### config.mk
export PLATFORM = sky130hd
export DESIGN_NAME = bus_frame_receiver
export DESIGN_NICKNAME = d
export VERILOG_FILES = /design/src/rtl/bus_frame_receiver.sv
export SDC_FILE = /design/constraint.sdc
export NUM_CORES = 1
export LEC_CHECK = 0
export BUFFER_PORTS_ARGS = -buffer_cell sky130_fd_sc_hd__buf_2
export CAP_MARGIN = 10
export CELL_PAD_IN_SITES_DETAIL_PLACEMENT = 1
export CELL_PAD_IN_SITES_GLOBAL_PLACEMENT = 1
export CORE_AREA = 3 3 132 134
export DETAILED_ROUTE_END_ITERATION = 7
export DIE_AREA = 0 0 135 137
export GPL_TIMING_DRIVEN = 0
export HOLD_SLACK_MARGIN = 0.12
export PLACE_DENSITY = 0.82
export SKIP_CTS_REPAIR_TIMING = 1
export SYNTH_ARGS = -nofsm -noshare
export SYNTH_HDL_FRONTEND = slang
export SYNTH_SLANG_ARGS = --single-unit
### constraint.sdc
create_clock -name clock -period 4.5 [get_ports clock]
set_input_delay 0.9 -clock clock [delete_from_list [all_inputs] [get_ports clock]]
set_output_delay 0.9 -clock clock [all_outputs]
set_load 0.05 [all_outputs]
### src/rtl/bus_frame_receiver.sv
// bus_frame_receiver: per-node deserializer for the shared serial frame bus.
// It receives one frame at a time:
//   start(1) | src(ADDR_W) | dst(ADDR_W) | data(DATA_W) | crc(CRC_W) | stop(1)
// Each field is sent MSB first. A frame is accepted when its destination is
// MY_ADDR or the broadcast address, and its CRC (x^4+x+1) checks. Accepted
// frames go into a single-entry valid/ready output buffer.
//
// Ports:
//   clock     - system clock, rising edge
//   reset_n   - synchronous active-low reset
//   bus_in    - serial bus line, idle 0
//   rx_ready  - consumer accepts the buffered frame when high with rx_valid
//   rx_valid  - output buffer holds an unconsumed frame
//   rx_data   - payload of the buffered frame
//   rx_src    - source address of the buffered frame
//   crc_err   - one-cycle pulse: addressed frame failed its CRC check
//   frame_err - one-cycle pulse: stop bit sampled as 1
//   overrun   - one-cycle pulse: good frame dropped, buffer full
//   busy      - FSM is not in IDLE
module bus_frame_receiver #(
  parameter int unsigned DATA_W  = 64,
  parameter int unsigned ADDR_W  = 4,
  parameter int unsigned CRC_W   = 4,
  parameter logic [ADDR_W-1:0] MY_ADDR = ADDR_W'(1)
) (
  input  logic              clock,
  input  logic              reset_n,
  input  logic              bus_in,
  input  logic              rx_ready,
  output logic              rx_valid,
  output logic [DATA_W-1:0] rx_data,
  output logic [ADDR_W-1:0] rx_src,
  output logic              crc_err,
  output logic              frame_err,
  output logic              overrun,
  output logic              busy
);

  localparam int unsigned CNT_W = 7;
  localparam logic [CRC_W-1:0]  CRC_POLY   = CRC_W'(4'b0011);
  localparam logic [ADDR_W-1:0] BCAST_ADDR = '1;
  localparam logic [CNT_W-1:0]  ADDR_LAST  = CNT_W'(ADDR_W - 1);
  localparam logic [CNT_W-1:0]  DATA_LAST  = CNT_W'(DATA_W - 1);
  localparam logic [CNT_W-1:0]  CRC_LAST   = CNT_W'(CRC_W - 1);

  typedef enum logic [2:0] {
    ST_IDLE = 3'd0,
    ST_SRC  = 3'd1,
    ST_DST  = 3'd2,
    ST_DATA = 3'd3,
    ST_CRC  = 3'd4,
    ST_STOP = 3'd5
  } state_t;

  state_t              state_q,     state_d;
  logic [CNT_W-1:0]    cnt_q,       cnt_d;
  logic [ADDR_W-1:0]   src_q,       src_d;
  logic [ADDR_W-1:0]   dst_q,       dst_d;
  logic [DATA_W-1:0]   data_q,      data_d;
  logic [CRC_W-1:0]    crc_q,       crc_d;
  logic [CRC_W-1:0]    rcrc_q,      rcrc_d;
  logic                rx_valid_q,  rx_valid_d;
  logic [DATA_W-1:0]   rx_data_q,   rx_data_d;
  logic [ADDR_W-1:0]   rx_src_q,    rx_src_d;
  logic                crc_err_q,   crc_err_d;
  logic                frame_err_q, frame_err_d;
  logic                overrun_q,   overrun_d;
  logic                busy_q,      busy_d;

  logic                crc_fb;
  logic [CRC_W-1:0]    crc_next;
  logic                addr_hit;
  logic                buf_free;

  // Next-state, datapath and registered-output logic
  always_comb begin
    state_d     = state_q;
    cnt_d       = cnt_q;
    src_d       = src_q;
    dst_d       = dst_q;
    data_d      = data_q;
    crc_d       = crc_q;
    rcrc_d      = rcrc_q;
    rx_valid_d  = rx_valid_q & ~rx_ready;
    rx_data_d   = rx_data_q;
    rx_src_d    = rx_src_q;
    crc_err_d   = 1'b0;
    frame_err_d = 1'b0;
    overrun_d   = 1'b0;

    crc_fb   = crc_q[CRC_W-1] ^ bus_in;
    crc_next = {crc_q[CRC_W-2:0], 1'b0} ^ (crc_fb ? CRC_POLY : '0);
    addr_hit = (dst_q == MY_ADDR) || (dst_q == BCAST_ADDR);
    // A same-cycle accept frees the buffer for a new load
    buf_free = ~rx_valid_q | rx_ready;

    case (state_q)
      ST_IDLE: begin
        if (bus_in) begin
          state_d = ST_SRC;
          cnt_d   = '0;
          crc_d   = '0;
        end
      end
      ST_SRC: begin
        src_d = {src_q[ADDR_W-2:0], bus_in};
        crc_d = crc_next;
        if (cnt_q == ADDR_LAST) begin
          state_d = ST_DST;
          cnt_d   = '0;
        end else begin
          cnt_d = cnt_q + CNT_W'(1);
        end
      end
      ST_DST: begin
        dst_d = {dst_q[ADDR_W-2:0], bus_in};
        crc_d = crc_next;
        if (cnt_q == ADDR_LAST) begin
          state_d = ST_DATA;
          cnt_d   = '0;
        end else begin
          cnt_d = cnt_q + CNT_W'(1);
        end
      end
      ST_DATA: begin
        data_d = {data_q[DATA_W-2:0], bus_in};
        crc_d  = crc_next;
        if (cnt_q == DATA_LAST) begin
          state_d = ST_CRC;
          cnt_d   = '0;
        end else begin
          cnt_d = cnt_q + CNT_W'(1);
        end
      end
      ST_CRC: begin
        rcrc_d = {rcrc_q[CRC_W-2:0], bus_in};
        if (cnt_q == CRC_LAST) begin
          state_d = ST_STOP;
          cnt_d   = '0;
        end else begin
          cnt_d = cnt_q + CNT_W'(1);
        end
      end
      ST_STOP: begin
        state_d = ST_IDLE;
        // Priority: framing, then address filter, then CRC, then buffer
        if (bus_in) begin
          frame_err_d = 1'b1;
        end else if (!addr_hit) begin
          // not for this node: drop silently
        end else if (rcrc_q != crc_q) begin
          crc_err_d = 1'b1;
        end else if (buf_free) begin
          rx_valid_d = 1'b1;
          rx_data_d  = data_q;
          rx_src_d   = src_q;
        end else begin
          overrun_d = 1'b1;
        end
      end
      default: begin
        state_d = ST_IDLE;
        cnt_d   = '0;
      end
    endcase

    busy_d = (state_d != ST_IDLE);
  end

  // State and output registers
  always_ff @(posedge clock) begin
    if (!reset_n) begin
      state_q     <= ST_IDLE;
      cnt_q       <= '0;
      src_q       <= '0;
      dst_q       <= '0;
      data_q      <= '0;
      crc_q       <= '0;
      rcrc_q      <= '0;
      rx_valid_q  <= 1'b0;
      rx_data_q   <= '0;
      rx_src_q    <= '0;
      crc_err_q   <= 1'b0;
      frame_err_q <= 1'b0;
      overrun_q   <= 1'b0;
      busy_q      <= 1'b0;
    end else begin
      state_q     <= state_d;
      cnt_q       <= cnt_d;
      src_q       <= src_d;
      dst_q       <= dst_d;
      data_q      <= data_d;
      crc_q       <= crc_d;
      rcrc_q      <= rcrc_d;
      rx_valid_q  <= rx_valid_d;
      rx_data_q   <= rx_data_d;
      rx_src_q    <= rx_src_d;
      crc_err_q   <= crc_err_d;
      frame_err_q <= frame_err_d;
      overrun_q   <= overrun_d;
      busy_q      <= busy_d;
    end
  end

  assign rx_valid  = rx_valid_q;
  assign rx_data   = rx_data_q;
  assign rx_src    = rx_src_q;
  assign crc_err   = crc_err_q;
  assign frame_err = frame_err_q;
  assign overrun   = overrun_q;
  assign busy      = busy_q;

endmodule

==> flow_metrics.tcl, run 1 <==
set metrics [dict create \
    rr_startpoint "state_q[1]$_SDFF_PN0_" \
    track_usage_pct 17.8 \
    ir_drop_uv 256 \
    die_w_um 135 \
    ys_ff_latch 163 \
    fp.dieH_um 137 \
    pwr-share-seq_pct 49.6 \
    slew_headroom_pct 35.8 \
    synth_area_per_cell_um2 8.71 \
    worstHoldPathType "reg2reg" \
    setup_viol 0 \
    portBuffers 76 \
    comb_power_share_pct 3.0 \
    worst-path-buf-inv 3 \
    dr_total_vias 5317 \
    p_int_uw 2290 \
    clock_latency_ns 0.43 \
    path_clk_slew_ns 0.06 \
    wl_per_cell_um 14.7 \
    synth_warnings 0 \
    floorplan.initialDensity_pct 39.8 \
    rrSetupSlack_ns 1.79 \
    seq_area_frac_synth_pct 50.0 \
    critPathRequiredTime_ns 4.85 \
    path_delay_family "simple AND/OR/NAND/NOR gates" \
    antenna_found_initial 0 \
    grt_pass1_vias 5367 \
    r2r-end "rx_data[50]$_SDFFE_PN0P_" \
    grt_pass1_wl_um 26500 \
    finalHoldViolations 0 \
    core-area_um2 16400 \
    path_cells "clkbuf_1 -> nand2b_1 -> a2111o_1 -> nor3_2 -> buf_4 -> buf_6 -> mux2i_1" \
    hpwlAfterDp_um 11100 \
    gp_congestion 0.830 \
    diodes 0 \
    max_stage_delay_ns 0.57 \
    crit_slowest_cell "nor3_2" \
    cts_tree "done" \
    worst_pin_slew_ns 0.954 \
    synth_cells 749 \
    p_sw_uw 637 \
    row_count 47 \
    synth.net_count 754 \
    worstSetupPathType "reg2reg" \
    clockBufferDepth 2 \
    nFillCells 1966 \
    layout_setup_ws_ns 1.79 \
    drc_errors 0 \
    p_clk_share_pct 47.4 \
    synth_cell_types 44 \
    fin_nets 849 \
    whs_path_depth 2 \
    via_per_inst 4.94 \
    hold_end "rx_data[29]$_SDFFE_PN0P_" \
    worstPathArrival_ns 3.05 \
    die_area_um2 18500 \
    multiInputGateArea_um2 3020 \
    cap_violations 0 \
    synth_flop_cell "dfxtp_1" \
    synth_async_sr_flop_share_pct 0 \
    clock.fmax_mhz 370 \
    slew_violations 0 \
    syn-cell-area_um2 6530 \
    skew_ns 0.00936 \
    numCtsBuffers 17 \
    io_pins 77 \
    clock-sinks 163 \
    synth-edff-count 0 \
    min-delay-start "rx_data[29]$_SDFFE_PN0P_" \
    r2r_cells 7 \
    period_share_pct 60.1 \
    cp-end-kind "flop" \
    dr.pass1.iters 4 \
    root_buffer "clkbuf_16" \
    ant_nets 0 \
    drtIter0Drc 248 \
    area_delta_synth_final_pct 18.7 \
    pre_cts_slack_ns 1.52 \
    htree_levels 4 \
    critPathMaxFanout 10 \
    regArea_um2 3260 \
    gr-total-overflow 0 \
    drive_above_1_share_pct 13.8 \
    wirelength_um 15800 \
    startpoint_type "flop" \
    setup_tns_ns 0 \
    outcome "completed" \
    p_per_area_nw_per_um2 378 \
    swShare_pct 21.7 \
    rsz0062_at_grt "false" \
    p_leak_uw 0.00272 \
    finalCriticalPeriod_ns 2.71 \
    grt_max_degree 17 \
]
## power by group through the flow
stage	clock (uW)	combinational (uW)	sequential, uW
detailed placement	0	88.3	1480
global route	1490	98.0	1450
floorplan	0	59.0	1490
global placement	0	87.1	1480
finish	1390	87.6	1450
CTS	1410	88.9	1450
## cells by family after synthesis
kind of cell               Yosys count  synth area share (%)
buffers and inverters               58                  3.70
adders and majority gates            1                 0.192
xor gates and xnor gates            11                  1.48
muxes                               76                  11.7
and+or+nand+nor                    335                  21.3
DFF                                163                  50.0
AOI/OAI and AO/OA                  105                  11.7
## worst max path at each step
| stage | startpoint | to | slack [ns] | depth (start not counted) |
|---|---|---|---|---|
| 3_3_place_gp | bus_in | rx_data[53]$_SDFFE_PN0P_ | 1.55 | 6 |
| 3_5_place_dp | bus_in | rx_data[44]$_SDFFE_PN0P_ | 1.52 | 6 |
| 6_report | state_q[1]$_SDFF_PN0_ | rx_data[50]$_SDFFE_PN0P_ | 1.79 | 7 |
| 4_1_cts | state_q[1]$_SDFF_PN0_ | rx_data[50]$_SDFFE_PN0P_ | 1.73 | 7 |
| 5_1_grt | state_q[1]$_SDFF_PN0_ | rx_data[58]$_SDFFE_PN0P_ | 1.61 | 7 |
| 2_1_floorplan | bus_in | rx_data[43]$_SDFFE_PN0P_ | 2.36 | 5 |
## layout by cell type (no fill, tap or decap), types with 3 or more instances in the layout
cell       Yosys  final
nand2_1      277    277
nor3_1         3      3
clkinv_2       0      3
dfxtp_1      163    163
a31oi_1        3      3
a21boi_0      72     72
mux2i_1       76     76
clkbuf_8       0      4
clkbuf_16      0     17
or2_2          3      3
o21a_1         3      3
nand3_1        8      8
buf_2          4     80
clkbuf_1      47     49
nor4_1         3      3
a22oi_1        3      3
xnor2_1        9      9
nor3b_1        3      3
nor2b_1       13     13
nor2_1         9      9
o21ai_0       12     12
## area by class of cell
class                      instances  share of cell area [%]
buffer                            56                    3.02
clock buffer                      23                    6.30
clock inverter                     8                    1.00
inverter                           2                  0.0969
multi-input combinational        528                    39.0
sequential                       163                    42.1
tap                              220                    3.55
timing repair buffer              76                    4.91
## routing by layer
layer  routed length, um  GRT usage [%]  vias up
li1                    -              -     2646
met1                7330           22.4     2563
met2                7550           29.7       79
met3                 548           3.82       29
met4                 348           7.22        0
met5                   0              0        -
## through the flow
stage | util [%] | area (um^2) | cells | total power, uW | hold WS (ns)
after floorplan | - | 6530 | 749 | 1540 | 0.435
after global placement | 43.8 | 7180 | 1045 | 1570 | 0.440
after detailed placement | 43.8 | 7180 | 1045 | 1570 | 0.446
after CTS | 47.2 | 7750 | 1076 | 2950 | 0.458
after global routing | 47.2 | 7750 | 1076 | 3030 | 0.471
final | 47.2 | 7750 | 1076 | 2930 | 0.454
## worst register-to-register path, cell delays in order, from the launching register on
cell,delay [ns]
dfxtp_1,0.30
clkbuf_1,0.17
nand2b_1,0.32
a2111o_1,0.49
nor3_2,0.57
buf_4,0.37
buf_6,0.21
mux2i_1,0.21
## registers in the layout (all words and copies together) (netlist names), 3 cells and up
signal and cells:
data_q 64, rx_data 64, cnt_q 7, crc_q 4
dst_q 4, rcrc_q 4, rx_src 4, src_q 4
state_q 3
## cell usage after synthesis, types with 2 or more instances
master,n,share of area [%]
nor3_1,3,0.23
nor4_1,3,0.29
buf_1,2,0.12
o211ai_1,2,0.23
a21boi_0,72,8.3
nand2b_1,2,0.19
buf_6,2,0.35
or3_1,2,0.19
nor2b_1,13,1.2
a32oi_1,2,0.27
nor3b_1,3,0.35
xor2_1,2,0.27
and2_1,2,0.19
mux2i_1,76,12
buf_2,4,0.31
a22oi_1,3,0.35
a311oi_1,2,0.27
nand3_1,8,0.61
nand2_1,277,16
xnor2_1,9,1.2
and3b_1,2,0.27
o21a_1,3,0.35
nand3b_1,2,0.23
inv_1,2,0.12
dfxtp_1,163,50
o21ai_0,12,0.92
nor2_1,9,0.52
clkbuf_1,47,2.7
or2_2,3,0.29
a31oi_1,3,0.29
Power figures use the tool's default switching activity.
==> run 2, diff against run 1 <==
clock period = 2.8 ns   (was 4.5 ns; I/O delays follow)
==> flow_metrics.tcl, run 2 (same netlist as run 1, synthesis figures left out) <==
set metrics [dict create \
    outcome "completed" \
    worst-path-buf-inv 3 \
    worstHoldPathType "reg2reg" \
    gr-total-overflow 0 \
    dr.pass1.iters 4 \
    stdcell_area_um2 7750 \
    via_per_inst 4.94 \
    worstPathArrival_ns 2.87 \
    drtIter0Drc 248 \
    wirelength_um 15800 \
    p_per_area_nw_per_um2 607 \
    track_usage_pct 17.8 \
    finalCriticalPeriod_ns 2.52 \
    r2r_cells 7 \
    fin_nets 849 \
    antenna_found_initial 0 \
    setup_tns_ns 0 \
    io_pins 77 \
    ant_nets 0 \
    row_count 47 \
    root_buffer "clkbuf_16" \
    rsz0062_at_grt "false" \
    slew_violations 0 \
    worst_pin_slew_ns 0.954 \
    diodes 0 \
    layout_common_cells "nand2_1, dfxtp_1, buf_2" \
    grt_pass1_vias 5367 \
    floorplan.initialDensity_pct 39.8 \
    gp_congestion 0.830 \
    path_cells "clkbuf_1 -> nand2b_1 -> a2111o_1 -> nor3_4 -> buf_4 -> buf_6 -> mux2i_1" \
    worstSetupPathType "reg2reg" \
    portBuffers 76 \
    rrSetupSlack_ns 0.28 \
    path_clk_slew_ns 0.06 \
    die_area_um2 18500 \
    startpoint_type "flop" \
    slew_headroom_pct 35.8 \
    crit_slowest_cell "a2111o_1" \
    cts_tree "done" \
    core-area_um2 16400 \
    setup_viol 0 \
    hpwlAfterDp_um 11100 \
    finalHoldViolations 0 \
    area_delta_synth_final_pct 18.8 \
    layout_commonest_cell "nand2_1" \
    fp.dieH_um 137 \
    htree_levels 4 \
    whs_path_depth 2 \
    rr_startpoint "state_q[1]$_SDFF_PN0_" \
    drc_errors 0 \
    period_share_pct 90.1 \
    cap_violations 0 \
    grt_max_degree 17 \
    min-delay-start "rx_data[29]$_SDFFE_PN0P_" \
    p_leak_uw 0.00271 \
    clock_latency_ns 0.43 \
    clockBufferDepth 2 \
    ir_drop_uv 411 \
    grt_pass1_wl_um 26500 \
    skew_ns 0.00947 \
    clock.fmax_mhz 396 \
    wl_per_cell_um 14.7 \
    dpl-instance-area_um2 7180 \
    path_delay_family "buffers and inverters" \
    max_stage_delay_ns 0.51 \
    hold_end "rx_data[29]$_SDFFE_PN0P_" \
    r2r-end "rx_data[50]$_SDFFE_PN0P_" \
    numCtsBuffers 17 \
    clock-sinks 163 \
    die_w_um 135 \
    critPathRequiredTime_ns 3.15 \
    critPathMaxFanout 10 \
    drive_above_1_share_pct 13.8 \
    dr_total_vias 5317 \
    cp-end-kind "flop" \
]
[run 2: cell counts in the layout (fill, tap and decap cells not counted)]
No cell type changed its count.
[run 2: per-layer routing]
layer / routed length (um) / track usage, % / up-vias
met2: 7550 / 29.7 / 80
met1: 7380 / 22.4 / 2560
met4: 348 / 7.22 / 0
met5: 0 / 0 / -
met3: 516 / 3.82 / 29
li1: - / - / 2648
[run 2: stage by stage]
stage	std cells	setup slack, ns	utilization [%]	hold slack [ns]	total power (uW)
after global placement	1045	0.0944	43.8	0.440	2520
final	1076	0.276	47.3	0.454	4710
after floorplan	749	0.873	-	0.435	2480
after detailed placement	1045	0.0504	43.8	0.446	2530
after global routing	1076	0.0939	47.3	0.471	4880
after CTS	1076	0.0266	47.2	0.458	4750
[run 2: tightest hold or removal path: stages, from the launching register on]
cell and delay (ns):
dfxtp_1 0.31, nand2_1 0.05, mux2i_1 0.05
[run 2: worst max path at each step]
stage	slack, ns	depth (start not counted)	start	endpoint
floorplan	0.87	6	dst_q[3]$_SDFFE_PN0P_	rx_data[43]$_SDFFE_PN0P_
global placement	0.09	7	state_q[1]$_SDFF_PN0_	rx_data[53]$_SDFFE_PN0P_
detailed placement	0.05	7	state_q[1]$_SDFF_PN0_	rx_data[44]$_SDFFE_PN0P_
CTS	0.03	7	state_q[1]$_SDFF_PN0_	rx_data[50]$_SDFFE_PN0P_
global route	0.09	7	state_q[1]$_SDFF_PN0_	rx_data[58]$_SDFFE_PN0P_
finish	0.28	7	state_q[1]$_SDFF_PN0_	rx_data[50]$_SDFFE_PN0P_
[run 2: layout make-up]
class                           instances  area [um^2]
Buffer                                 56          234
Sequential cell                       163         3260
Timing Repair Buffer                   76          380
Inverter                                2         7.51
Fill cell                            1964         8650
Clock inverter                          8         77.6
Multi-Input combinational cell        528         3030
Tap cell                              220          275
Clock buffer                           23          488
[run 2: power by group]
group	internal, uW	switching (uW)
sequential	2330	6.67
clock	1310	921
combinational	43.9	97.9
total	3680	1030
==> run 3, diff against run 2 <==
==> constraint.sdc (replaced) <==
create_clock -name clock -period 2.8 [get_ports clock]
set_input_delay 0.14 -clock clock [delete_from_list [all_inputs] [get_ports clock]]
set_output_delay 0.14 -clock clock [all_outputs]
set_load 0.05 [all_outputs]
==> flow_metrics.tcl, run 3 (same netlist as run 1, synthesis figures left out) <==
set metrics [dict create \
    use_met1_pct 22.4 \
    skew_ns 0.0101 \
    period_share_pct 89.9 \
    portBuffers 76 \
    layout_setup_ws_ns 0.282 \
    io_pins 77 \
    wirelength_um 15800 \
    grt_max_degree 17 \
    rsz0062_at_grt "false" \
    rrSetupSlack_ns 0.28 \
    via_per_inst 4.94 \
    p_leak_uw 0.00272 \
    setup_tns_ns 0 \
    floorplan.initialDensity_pct 39.8 \
    critPathRequiredTime_ns 3.15 \
    layout_commonest_cell "nand2_1" \
    grt-busiest-layer "met2" \
    drtIter0Drc 280 \
    grt_pass1_vias 5367 \
    die_area_um2 18500 \
    clock_latency_ns 0.43 \
    dr_total_vias 5323 \
    finalHoldViolations 0 \
    clock.fmax_mhz 397 \
    wl_per_cell_um 14.7 \
    slew_violations 0 \
    pre_cts_slack_ns 0.0504 \
    drive_above_1_share_pct 13.8 \
    grt_util_met2_pct 29.7 \
    fp.dieH_um 137 \
    whs_path_depth 3 \
    worstSetupPathType "reg2reg" \
    critPathMaxFanout 10 \
    antenna_found_initial 0 \
    track_usage_pct 17.8 \
    htree_levels 4 \
    row_count 47 \
    use_met3_pct 3.82 \
    area_delta_synth_final_pct 19.1 \
    fin_nets 851 \
    ir_drop_uv 409 \
    layout_common_cells "nand2_1, dfxtp_1, buf_2" \
    clockBufferDepth 2 \
    hold_end "crc_err$_SDFF_PP0_" \
    r2r-end "rx_data[50]$_SDFFE_PN0P_" \
    grt_pass1_wl_um 26500 \
    p_per_area_nw_per_um2 606 \
    hpwlAfterDp_um 11100 \
    fin_hold_ws_ns 0.226 \
    root_buffer "clkbuf_16" \
    r2r_cells 7 \
    die_w_um 135 \
    clock-sinks 163 \
    core-area_um2 16400 \
    numCtsBuffers 17 \
    path_clk_slew_ns 0.06 \
    worst_pin_slew_ns 0.954 \
    worstPathArrival_ns 2.86 \
    outcome "completed" \
    setup_viol 0 \
    ant_nets 0 \
    dr.pass1.iters 5 \
    drc_errors 0 \
    slew_headroom_pct 35.8 \
    finalCriticalPeriod_ns 2.52 \
    cts_tree "done" \
    nFillCells 1961 \
    gp_congestion 0.830 \
    cap_violations 0 \
    diodes 0 \
    startpoint_type "flop" \
    gr-total-overflow 0 \
    cp-end-kind "flop" \
    min-delay-start "bus_in" \
    worstHoldPathType "in2reg" \
    rr_startpoint "state_q[1]$_SDFF_PN0_" \
]
## run 3: power breakdown
group	switching, uW	total [uW]	leakage (uW)	internal [uW]
clock network	921	2230	0.000275	1310
logic	98.7	144	0.00113	45.7
registers	6.66	2330	0.00131	2330
total	1030	4710	0.00272	3680
## run 3: final cells by class
type                            instances  area [um^2]  share of cell area, %
Tap cell                              220          275                   3.54
Multi-Input combinational cell        528         3030                   39.0
Clock buffer                           23          488                   6.28
Timing Repair Buffer                   78          400                   5.15
Buffer                                 56          234                   3.01
Clock inverter                          8         77.6                  0.998
Sequential cell                       163         3260                   42.0
Inverter                                2         7.51                 0.0966
## run 3: worst max-delay path by stage
stage / start / endpoint / cells after the start
floorplan: dst_q[3]$_SDFFE_PN0P_ / rx_data[43]$_SDFFE_PN0P_ / 6
global placement: state_q[1]$_SDFF_PN0_ / rx_data[53]$_SDFFE_PN0P_ / 7
detailed placement: state_q[1]$_SDFF_PN0_ / rx_data[44]$_SDFFE_PN0P_ / 7
CTS: state_q[1]$_SDFF_PN0_ / rx_data[50]$_SDFFE_PN0P_ / 7
global route: state_q[1]$_SDFF_PN0_ / rx_data[58]$_SDFFE_PN0P_ / 7
finish: state_q[1]$_SDFF_PN0_ / rx_data[50]$_SDFFE_PN0P_ / 7
## run 3: layer usage
| metal | wire (um) | share of wire, % |
|---|---|---|
| met5 | 0 | 0 |
| met2 | 7570 | 48 |
| met4 | 343 | 2.2 |
| met3 | 448 | 2.8 |
| met1 | 7480 | 47 |
## run 3: critical path, cell delays in order, from the launching register on
cell      delay (ns)
dfxtp_1         0.30
clkbuf_1        0.17
nand2b_1        0.32
a2111o_1        0.51
nor3_4          0.39
buf_4           0.33
buf_6           0.21
mux2i_1         0.20
## run 3: metrics by stage
stage / std cells / power [uW] / util (%) / cell area (um^2)
after floorplan: 749 / 2480 / - / 6530
after global placement: 1045 / 2520 / 43.8 / 7180
after detailed placement: 1045 / 2530 / 43.8 / 7180
after CTS: 1076 / 4750 / 47.2 / 7750
after global routing: 1078 / 4880 / 47.4 / 7770
final: 1078 / 4710 / 47.4 / 7770
